File: config.mk
export PLATFORM = sky130hd
export DESIGN_NAME = bb_lcd_rx
export DESIGN_NICKNAME = d
export VERILOG_FILES = /design/src/rtl/bb_lcd_rx.sv
export SDC_FILE = /design/constraint.sdc
export NUM_CORES = 1
export LEC_CHECK = 0
export ABC_AREA = 0
export BUFFER_PORTS_ARGS = -buffer_cell sky130_fd_sc_hd__buf_4
export CORE_ASPECT_RATIO = 0.8
export CORE_MARGIN = 2
export CORE_UTILIZATION = 50
export CTS_CLUSTER_DIAMETER = 200
export DETAILED_ROUTE_END_ITERATION = 12
export PLACE_DENSITY = 0.68
export SYNTH_ARGS = -nofsm -noshare
export SYNTH_HDL_FRONTEND = slang
export SYNTH_SLANG_ARGS = --single-unit
File: constraint.sdc
create_clock -name clk -period 4 [get_ports clk]
set_input_delay 0.2 -clock clk [delete_from_list [all_inputs] [get_ports clk]]
set_output_delay 0.2 -clock clk [all_outputs]
set_load 0.01 [all_outputs]
File: src/rtl/bb_lcd_rx.sv
// Two-digit 7-segment LCD receiver. Samples the AC-driven segment lines a
// fixed settle time after each common-electrode edge, checks DC balance
// between the two phases, decodes to BCD, and publishes a digit pair once it
// has been seen unchanged in AGREE_N consecutive clean frames.
module bb_lcd_rx #(
  parameter int unsigned SETTLE_CYC  = 8,
  parameter int unsigned AGREE_N     = 2,
  parameter int unsigned TIMEOUT_CYC = 4096
) (
  input  logic       clk,
  input  logic       rst,
  input  logic       lcdcom_i,
  input  logic [6:0] lcdseg1_i,
  input  logic [6:0] lcdseg2_i,
  output logic [3:0] digit1_o,
  output logic [3:0] digit2_o,
  output logic       valid_o,
  output logic       upd_o,
  output logic       err_pat_o,
  output logic       err_dc_o,
  output logic       com_lost_o
);

  typedef enum logic [1:0] {StWaitEdge, StSettle, StEval} state_e;

  localparam logic [7:0]  SettleLast = 8'(SETTLE_CYC - 1);
  localparam logic [2:0]  AgreeMax   = 3'(AGREE_N);
  localparam logic [15:0] TmoMax     = 16'(TIMEOUT_CYC);
  localparam logic [15:0] TmoLast    = 16'(TIMEOUT_CYC - 1);

  // Returns {pattern_error, bcd}; unknown patterns decode to 4'hF.
  function automatic logic [4:0] seg_decode(input logic [6:0] p);
    case (p)
      7'h3F:   return {1'b0, 4'd0};
      7'h06:   return {1'b0, 4'd1};
      7'h5B:   return {1'b0, 4'd2};
      7'h4F:   return {1'b0, 4'd3};
      7'h66:   return {1'b0, 4'd4};
      7'h6D:   return {1'b0, 4'd5};
      7'h7D:   return {1'b0, 4'd6};
      7'h07:   return {1'b0, 4'd7};
      7'h7F:   return {1'b0, 4'd8};
      7'h6F:   return {1'b0, 4'd9};
      default: return {1'b1, 4'hF};
    endcase
  endfunction

  // Synchronizer and edge-detect flops
  logic       com_m_q, com_s_q, com_r_q;
  logic [6:0] seg1_m_q, seg1_s_q, seg2_m_q, seg2_s_q;

  state_e     state_q, state_d;
  logic [7:0] settle_q, settle_d;
  logic [15:0] tmo_q, tmo_d;
  logic [6:0] cap1_q, cap1_d, cap2_q, cap2_d;
  logic       cap_ph_q, cap_ph_d;
  logic [6:0] a1_q, a1_d, a2_q, a2_d;
  logic       pha_q, pha_d;
  logic [2:0] agree_q, agree_d;
  logic [3:0] prev1_q, prev1_d, prev2_q, prev2_d;
  logic [3:0] digit1_q, digit1_d, digit2_q, digit2_d;
  logic       valid_q, valid_d, upd_q, upd_d;
  logic       err_pat_q, err_pat_d, err_dc_q, err_dc_d;
  logic       com_lost_q, com_lost_d;

  logic       com_edge, tmo_hit;
  logic [4:0] dec1, dec2;
  logic       frame_dc, frame_pat;
  logic [2:0] agree_nx;

  assign com_edge = com_s_q ^ com_r_q;

  // Two-flop synchronizers plus the registered copy of com_s for edge detect
  always_ff @(posedge clk or posedge rst) begin
    if (rst) begin
      com_m_q  <= 1'b0;
      com_s_q  <= 1'b0;
      com_r_q  <= 1'b0;
      seg1_m_q <= '0;
      seg1_s_q <= '0;
      seg2_m_q <= '0;
      seg2_s_q <= '0;
    end else begin
      com_m_q  <= lcdcom_i;
      com_s_q  <= com_m_q;
      com_r_q  <= com_s_q;
      seg1_m_q <= lcdseg1_i;
      seg1_s_q <= seg1_m_q;
      seg2_m_q <= lcdseg2_i;
      seg2_s_q <= seg2_m_q;
    end
  end

  // Next-state: capture FSM, frame evaluation, agreement and timeout
  always_comb begin
    state_d    = state_q;
    settle_d   = settle_q;
    tmo_d      = tmo_q;
    cap1_d     = cap1_q;
    cap2_d     = cap2_q;
    cap_ph_d   = cap_ph_q;
    a1_d       = a1_q;
    a2_d       = a2_q;
    pha_d      = pha_q;
    agree_d    = agree_q;
    prev1_d    = prev1_q;
    prev2_d    = prev2_q;
    digit1_d   = digit1_q;
    digit2_d   = digit2_q;
    valid_d    = valid_q;
    upd_d      = 1'b0;
    err_pat_d  = err_pat_q;
    err_dc_d   = err_dc_q;
    com_lost_d = com_lost_q;
    dec1       = seg_decode(cap1_q);
    dec2       = seg_decode(cap2_q);
    frame_dc   = (a1_q != cap1_q) || (a2_q != cap2_q);
    frame_pat  = dec1[4] | dec2[4];
    agree_nx   = agree_q;
    tmo_hit    = 1'b0;

    if (com_edge) begin
      tmo_d      = '0;
      com_lost_d = 1'b0;
    end else begin
      if (tmo_q < TmoMax) tmo_d = tmo_q + 16'd1;
      tmo_hit = (tmo_q == TmoLast);
    end

    case (state_q)
      StWaitEdge: begin
        if (com_edge) begin
          state_d  = StSettle;
          settle_d = '0;
        end
      end
      StSettle: begin
        if (com_edge) begin
          settle_d = '0;
        end else if (settle_q == SettleLast) begin
          cap1_d   = seg1_s_q ^ {7{com_s_q}};
          cap2_d   = seg2_s_q ^ {7{com_s_q}};
          cap_ph_d = com_s_q;
          if (!com_s_q) begin
            a1_d  = seg1_s_q;
            a2_d  = seg2_s_q;
            pha_d = 1'b1;
          end
          state_d = StEval;
        end else begin
          settle_d = settle_q + 8'd1;
        end
      end
      StEval: begin
        // Phase-B capture closes a frame only if a phase-A capture preceded it
        if (cap_ph_q && pha_q) begin
          pha_d     = 1'b0;
          err_pat_d = frame_pat;
          err_dc_d  = frame_dc;
          prev1_d   = dec1[3:0];
          prev2_d   = dec2[3:0];
          if (frame_pat || frame_dc) begin
            agree_d = '0;
            valid_d = 1'b0;
          end else begin
            if ({dec1[3:0], dec2[3:0]} != {prev1_q, prev2_q}) begin
              agree_nx = 3'd1;
            end else if (agree_q >= AgreeMax) begin
              agree_nx = AgreeMax;
            end else begin
              agree_nx = agree_q + 3'd1;
            end
            agree_d = agree_nx;
            if (agree_nx == AgreeMax) begin
              upd_d    = ({dec1[3:0], dec2[3:0]} != {digit1_q, digit2_q}) || !valid_q;
              digit1_d = dec1[3:0];
              digit2_d = dec2[3:0];
              valid_d  = 1'b1;
            end
          end
        end
        // Do not lose an edge that lands on the evaluation cycle
        if (com_edge) begin
          state_d  = StSettle;
          settle_d = '0;
        end else begin
          state_d = StWaitEdge;
        end
      end
      default: state_d = StWaitEdge;
    endcase

    if (tmo_hit) begin
      com_lost_d = 1'b1;
      valid_d    = 1'b0;
      agree_d    = '0;
      pha_d      = 1'b0;
      state_d    = StWaitEdge;
    end
  end

  // State and output registers
  always_ff @(posedge clk or posedge rst) begin
    if (rst) begin
      state_q    <= StWaitEdge;
      settle_q   <= '0;
      tmo_q      <= '0;
      cap1_q     <= '0;
      cap2_q     <= '0;
      cap_ph_q   <= 1'b0;
      a1_q       <= '0;
      a2_q       <= '0;
      pha_q      <= 1'b0;
      agree_q    <= '0;
      prev1_q    <= '0;
      prev2_q    <= '0;
      digit1_q   <= '0;
      digit2_q   <= '0;
      valid_q    <= 1'b0;
      upd_q      <= 1'b0;
      err_pat_q  <= 1'b0;
      err_dc_q   <= 1'b0;
      com_lost_q <= 1'b0;
    end else begin
      state_q    <= state_d;
      settle_q   <= settle_d;
      tmo_q      <= tmo_d;
      cap1_q     <= cap1_d;
      cap2_q     <= cap2_d;
      cap_ph_q   <= cap_ph_d;
      a1_q       <= a1_d;
      a2_q       <= a2_d;
      pha_q      <= pha_d;
      agree_q    <= agree_d;
      prev1_q    <= prev1_d;
      prev2_q    <= prev2_d;
      digit1_q   <= digit1_d;
      digit2_q   <= digit2_d;
      valid_q    <= valid_d;
      upd_q      <= upd_d;
      err_pat_q  <= err_pat_d;
      err_dc_q   <= err_dc_d;
      com_lost_q <= com_lost_d;
    end
  end

  assign digit1_o   = digit1_q;
  assign digit2_o   = digit2_q;
  assign valid_o    = valid_q;
  assign upd_o      = upd_q;
  assign err_pat_o  = err_pat_q;
  assign err_dc_o   = err_dc_q;
  assign com_lost_o = com_lost_q;

endmodule

==> results of run 1 <==
## registers in the layout (all words and copies together), names as in the netlist, 2 cells and up
signal and cells:
prev1_q 4, seg2_s_q 7, digit1_o 4, a2_q 7, cap2_q 7, agree_q 3, digit2_o 4, seg1_m_q 7
settle_q 8, cap1_q 7, seg2_m_q 7, state_q 2, a1_q 7, tmo_q 16, prev2_q 4, seg1_s_q 7
## cell families (layout without fill, tap and decap cells)
group	after synthesis	count (layout)	synth area share
buffers and inverters	34	76	0.0312
AO/OA/AOI/OAI	65	65	0.0871
flip-flops	111	111	0.542
XOR/XNOR	56	56	0.0957
AND/OR/NAND/NOR	159	159	0.167
adder cells (fa/ha/maj)	4	4	0.00976
multiplexers	29	29	0.0671
## stage by stage
step                      hold slack (ns)  instance area (um^2)  setup slack [ns]   util
after floorplan                     0.231                  5130             0.869      -
after global placement              0.308                  5440             0.943  0.538
after detailed placement            0.310                  5440             0.818  0.538
after CTS                           0.351                  5910             0.773  0.584
after global routing                0.356                  5910             0.472  0.584
final                               0.349                  5910             0.822  0.584
## how the worst max path moves through the flow
stage / start / end / cells after the start
after floorplan: rst / a1_q[0] / 1
after global placement: cap2_q[6] / digit2_o[1] / 8
after detailed placement: cap2_q[4] / digit1_o[3] / 8
after CTS: cap2_q[4] / digit1_o[3] / 8
after global routing: cap2_q[4] / digit1_o[3] / 8
final: cap2_q[4] / digit1_o[3] / 8
## cells in the final DEF, fill, tap and decap left out, types with 9 or more instances in the layout
master           n
dlygate4sd3_1   16
nand3_1         11
nor2_1          39
nand2_1         37
nand4_1         13
buf_4           34
clkbuf_16        9
mux2_2          19
inv_1           10
nor3_1          12
xor2_1          13
dfrtp_1        111
o21ai_0         26
xnor2_1         43
a21oi_1         10
## cell usage after synthesis (all sizes together), types with 11 or more instances
master and count:
inv 11, nor3 12, buf 13, nor2 39
nand2 37, mux2 25, o21ai 27, nand4 13
xor2 13, nand3 11, dfrtp 111, xnor2 43
a21oi 11
## cell type report
type                            count  area (um^2)
Clock buffer                        9          225
Clock inverter                      6         80.1
Fill cell                         823         4210
Inverter                           11         43.8
Multi-Input combinational cell    313         2190
Sequential cell                   111         2780
Tap cell                          140          175
Timing Repair Buffer               50          415
## timing repair
item | 4_1_cts | 5_1_grt
hold endpoints to repair | 59 | 0
resized for setup | 0 | 0
endpoints found under the setup margin | 0 | 0
hold buffers | 16 | 0
## report_power, final
group          internal (mW)  total, mW  switching [mW]
registers               1.19       1.30           0.104
logic                  0.145      0.294           0.149
clock network          0.493      0.908           0.415
total                   1.83       2.50           0.668
## routing by layer
layer	GRT usage	vias up
met5	0	-
met4	0.0588	0
met3	0.0443	16
met2	0.257	66
met1	0.275	1621
li1	-	1665
==> run summary, run 1 <==
Fmax achieved = 0.315 GHz
Max Cap Viol = 0
Worst Skew = 0.00743 ns
Via count = 3,368
Drt first pass iters = 4
Hold path depth = 0
CTS root buffer = clkbuf_16
Worst EP arrival = 3.41 ns
NumNets Final = 517
Row cnt = 33
Tmin final = 3.18 ns
Detailed Route Iter0 Violations = 194
Synth Net Count = 479
Core box area = 10,100 um^2
Status = finished clean
Tot Pwr = 2.50 mW
Initial core utilization = 0.507
Area growth from synthesis to layout = 15.2%
Mapped Area = 5130 um^2
Share of layout cells above drive strength 1 = 0.176
Crit share post-route = 0.794
Maximum vdd drop = 283 uV
Post-synth cell types = 60
R2R cell count = 8
Die Span Y = 94.6 um
Number of antenna diodes = 0
Flip-flop and latch count after synthesis = 111
Startpoint type of the worst setup path = flop
Max layer used = met4
# clock sinks = 111
Worst R2R Start = cap2_q[4]
Slew Viols, Final = 0
Die area = 11,100 um^2
Hold path start = seg2_m_q[6]
Slowest CP cell = nor4_1
Slew @ Worst Pin = 0.781 ns
RD Place Congestion = 0.805
DR WL met2 = 3.91 mm
Synth area leader = dfrtp_1
YS warnings = 0
First-pass GRT wire length = 15.8 mm
TritonCTS clock tree = built
Avg Cell Area, Syn = 11.2 um^2
WL per Instance = 14.0 um
Grt ovf = 0
I/O Buffers = 29
Setup CP Type = flop to flop
R2R Path End = digit1_o[3]
Post-Syn Instances = 458
Top cells by area, synth = dfrtp_1 (54%), xnor2_1 (7.3%), mux2_2 (4.2%)
Worst hold endpoint = seg2_s_q[6]
Cell family with most CP delay = simple AND/OR/NAND/NOR gates
Clk_lat worst skew = 0.34 ns
Slew HR = 0.478
CTS buffer count = 9
Antenna violations before repair = 0
Max incr delay on CP = 0.63 ns
HP Class = flop to flop
Die X = 117 um
Dpl cells = 609
CTS HTree Levels = 3
Final hold viol count = 0
Post-DP HPWL = 6.21 mm
DRC = 0
All-Layer GR Usage = 0.182
Post-synth ARST share = 1.00
Worst-path cell chain = mux2i_1, o32ai_2, nor4_1, mux2_2, a2bb2oi_1, nor4_2, and3b_1, mux2_4
M1 WL = 4.59 mm
Seq/Total Area, Yosys = 0.542
EDFF count, synth = 0
Finish-stage setup viols = 0
CP Capture Type = flop
Routed vias/inst = 5.26
Post-DRT Antenna Nets = 0
Worst Path Max Fanout = 10
Wire length on met3 = 347 um
Io pins = 30
Reg clk slew, reported paths = 0.08 ns
Routed WL = 8.99 mm
Top FF cell, synth = dfrtp_1
Cell area power density = 423 nW/um^2
Largest net degree at the start of global routing = 47
P_leak = 2.53 nW
Reg-to-reg slack, setup = 0.82 ns
Clk buf depth = 2
RSZ-0062 raised after global routing = no
Synth top area share = 0.542
Post-CTS setup buffer count = 0
Number of global-route vias before repair = 3,250
WP buf/inv = 0
CP Data Required Time = 4.23 ns
Finished Layout Cells = 640
Setup_tns = 0 ns
Note: power is estimated with default switching activity, not from simulation.
==> inputs of run 2 (changes only) <==
--- a/config.mk
+++ b/config.mk
@@ -12,7 +12,7 @@
 export CORE_UTILIZATION = 50
 export CTS_CLUSTER_DIAMETER = 200
 export DETAILED_ROUTE_END_ITERATION = 12
-export PLACE_DENSITY = 0.68
+export PLACE_DENSITY = 0.7
 export SYNTH_ARGS = -nofsm -noshare
 export SYNTH_HDL_FRONTEND = slang
 export SYNTH_SLANG_ARGS = --single-unit
==> constraint.sdc (replaced) <==
create_clock -name clk -period 2.79 [get_ports clk]
set_input_delay 0.1395 -clock clk [delete_from_list [all_inputs] [get_ports clk]]
set_output_delay 0.1395 -clock clk [all_outputs]
set_load 0.01 [all_outputs]
==> run summary, run 2 (synthesis gave the netlist of run 1 again) <==
Status = finished with violations (was finished clean)
Failing checks = setup timing
Row cnt = 33 (unchanged)
Final hold viol count = 0 (unchanged)
Share of layout cells above drive strength 1 = 0.269 (was 0.176)
I/O Buffers = 29 (unchanged)
Post-DP HPWL = 6.70 mm (was 6.21 mm)
P_leak = 2.75 nW (was 2.53 nW)
Worst Path Max Fanout = 9 (was 10)
Area growth from synthesis to layout = 23.6% (was 15.2%)
RSZ-0062 raised after global routing = yes (was no)
Routed WL = 9.71 mm (was 8.99 mm)
Number of global-route vias before repair = 3,407 (was 3,250)
Worst Skew = 0.00740 ns (was 0.00743 ns)
Reg clk slew, reported paths = 0.08 ns (about the same)
Crit share post-route = 1.01 (was 0.794)
Core box area = 10,100 um^2 (unchanged)
DP Area = 5720 um^2 (was 5440 um^2)
RD Place Congestion = 0.879 (was 0.805)
Detailed Route Iter0 Violations = 206 (was 194)
Clk buf depth = 2 (unchanged)
CP Data Required Time = 3.02 ns (was 4.23 ns)
Top Registers = tmo_q: 16 flops, settle_q: 8 flops (unchanged)
Commonest non-fill, non-tap cell in the layout = dfrtp_1 (unchanged)
All-Layer GR Usage = 0.193 (was 0.182)
Clk_lat worst skew = 0.35 ns (was 0.34 ns)
DRC = 0 (unchanged)
CTS HTree Levels = 3 (unchanged)
Maximum vdd drop = 353 uV (was 283 uV)
Max Cap Viol = 0 (unchanged)
Die Span Y = 94.6 um (unchanged)
CTS buffer count = 9 (unchanged)
Io pins = 30 (unchanged)
Via count = 3,556 (was 3,368)
Setup CP Type = flop to flop (unchanged)
Tmin final = 2.83 ns (was 3.18 ns)
Antenna violations before repair = 0 (unchanged)
Grt ovf = 0 (unchanged)
Cell area power density = 582 nW/um^2 (was 423 nW/um^2)
Slew Viols, Final = 0 (unchanged)
Fmax achieved = 0.354 GHz (was 0.315 GHz)
Finish-stage setup viols = 6 (was 0)
Startpoint type of the worst setup path = flop (unchanged)
Slew @ Worst Pin = 0.695 ns (was 0.781 ns)
Most frequent cells in the layout = dfrtp_1 (104), buf_4 (71), xnor2_1 (43) (was dfrtp_1 (111), xnor2_1 (43), nor2_1 (39))
Most flop-heavy register = tmo_q (unchanged)
CP Capture Type = flop (unchanged)
HP Class = flop to flop (unchanged)
Design Area, Final = 6340 um^2 (was 5910 um^2)
Max FFs per register = 16 (unchanged)
Routed vias/inst = 5.23 (was 5.26)
WL per Instance = 14.3 um (was 14.0 um)
Post-DRT Antenna Nets = 0 (unchanged)
Setup_tns = -0.208 ns (was 0 ns)
NumNets Final = 556 (was 517)
Setup slack after layout = -0.0383 ns (was 0.822 ns)
Drt first pass iters = 4 (unchanged)
First-pass GRT wire length = 16.6 mm (was 15.8 mm)
Slew HR = 0.532 (was 0.478)
Die area = 11,100 um^2 (unchanged)
# clock sinks = 111 (unchanged)
Worst EP arrival = 3.06 ns (was 3.41 ns)
Number of antenna diodes = 0 (unchanged)
Die X = 117 um (unchanged)
TritonCTS clock tree = built (unchanged)
CTS root buffer = clkbuf_16 (unchanged)
Initial core utilization = 0.507 (unchanged)
Largest net degree at the start of global routing = 44 (was 47)
==> run 2: through the flow <==
stage / std cells / worst slack (ns) / total power [mW] / hold WS [ns] / utilization
3_5_place_dp: 643 / -0.0576 / 2.37 / 0.220 / 0.566
5_1_grt: 680 / -0.148 / 3.87 / 0.352 / 0.626
4_1_cts: 675 / 0.00293 / 3.68 / 0.351 / 0.615
3_3_place_gp: 643 / 0.0512 / 2.35 / 0.201 / 0.566
2_1_floorplan: 458 / 0.0654 / 2.19 / 0.171 / -
6_report: 680 / -0.0383 / 3.69 / 0.349 / 0.626
==> run 2: timing repair <==
item                                    in CTS  in global routing
endpoints found under the hold margin       37                  0
endpoints found under the setup margin       6                 10
resized for setup                            7                 18
setup buffers                                0                  5
pin swaps                                    2                  8
hold buffers                                16                  0
==> run 2: cell type report <==
class	instances	area (um^2)
Sequential cell	111	2790
Clock buffer	11	253
Fill cell	760	3780
Multi-Input combinational cell	313	2300
Clock inverter	5	48.8
Tap cell	140	175
Inverter	11	45.0
Timing Repair Buffer	89	733
==> run 2: layer usage <==
| layer | vias to the layer above | routed length, um | track usage | share of wire |
|---|---|---|---|---|
| met1 | 1761 | 4950 | 0.287 | 0.51 |
| met2 | 40 | 4430 | 0.284 | 0.46 |
| met4 | 0 | 99 | 0.0539 | 0.010 |
| met5 | - | 0 | 0 | 0 |
| met3 | 9 | 233 | 0.0430 | 0.024 |
| li1 | 1746 | - | - | - |
==> run 2: path summary, 6_finish.rpt <==
| path | from | endpoint | slack, ns | depth (start not counted) |
|---|---|---|---|---|
| worst max-delay path | cap2_q[6] | digit2_o[0] | -0.04 | 10 |
| min in group asynchronous | rst | seg2_s_q[3] | 0.39 | 3 |
| worst min register to register | seg2_m_q[6] | seg2_s_q[6] | 0.35 | 0 |
| worst min-delay path | seg2_m_q[6] | seg2_s_q[6] | 0.35 | 0 |
| worst max register to register | cap2_q[6] | digit2_o[0] | -0.04 | 10 |
| max in group asynchronous | rst | cap1_q[5] | 1.69 | 4 |
==> run 2: critical path: stages, from the launching register on <==
cell	delay [ns]
dfrtp_2	0.43
buf_4	0.15
or3_4	0.33
o32ai_4	0.20
nor4_4	0.11
or3_1	0.37
a2bb2oi_2	0.16
nor4_4	0.25
and3b_2	0.26
buf_12	0.14
mux2_4	0.30
==> run 2: where the power goes <==
group	leakage (nW)	internal, mW	total, mW	switching, mW
sequential	1.45	1.72	1.83	0.119
combinational	1.15	0.302	0.583	0.280
clock	0.150	0.672	1.27	0.599
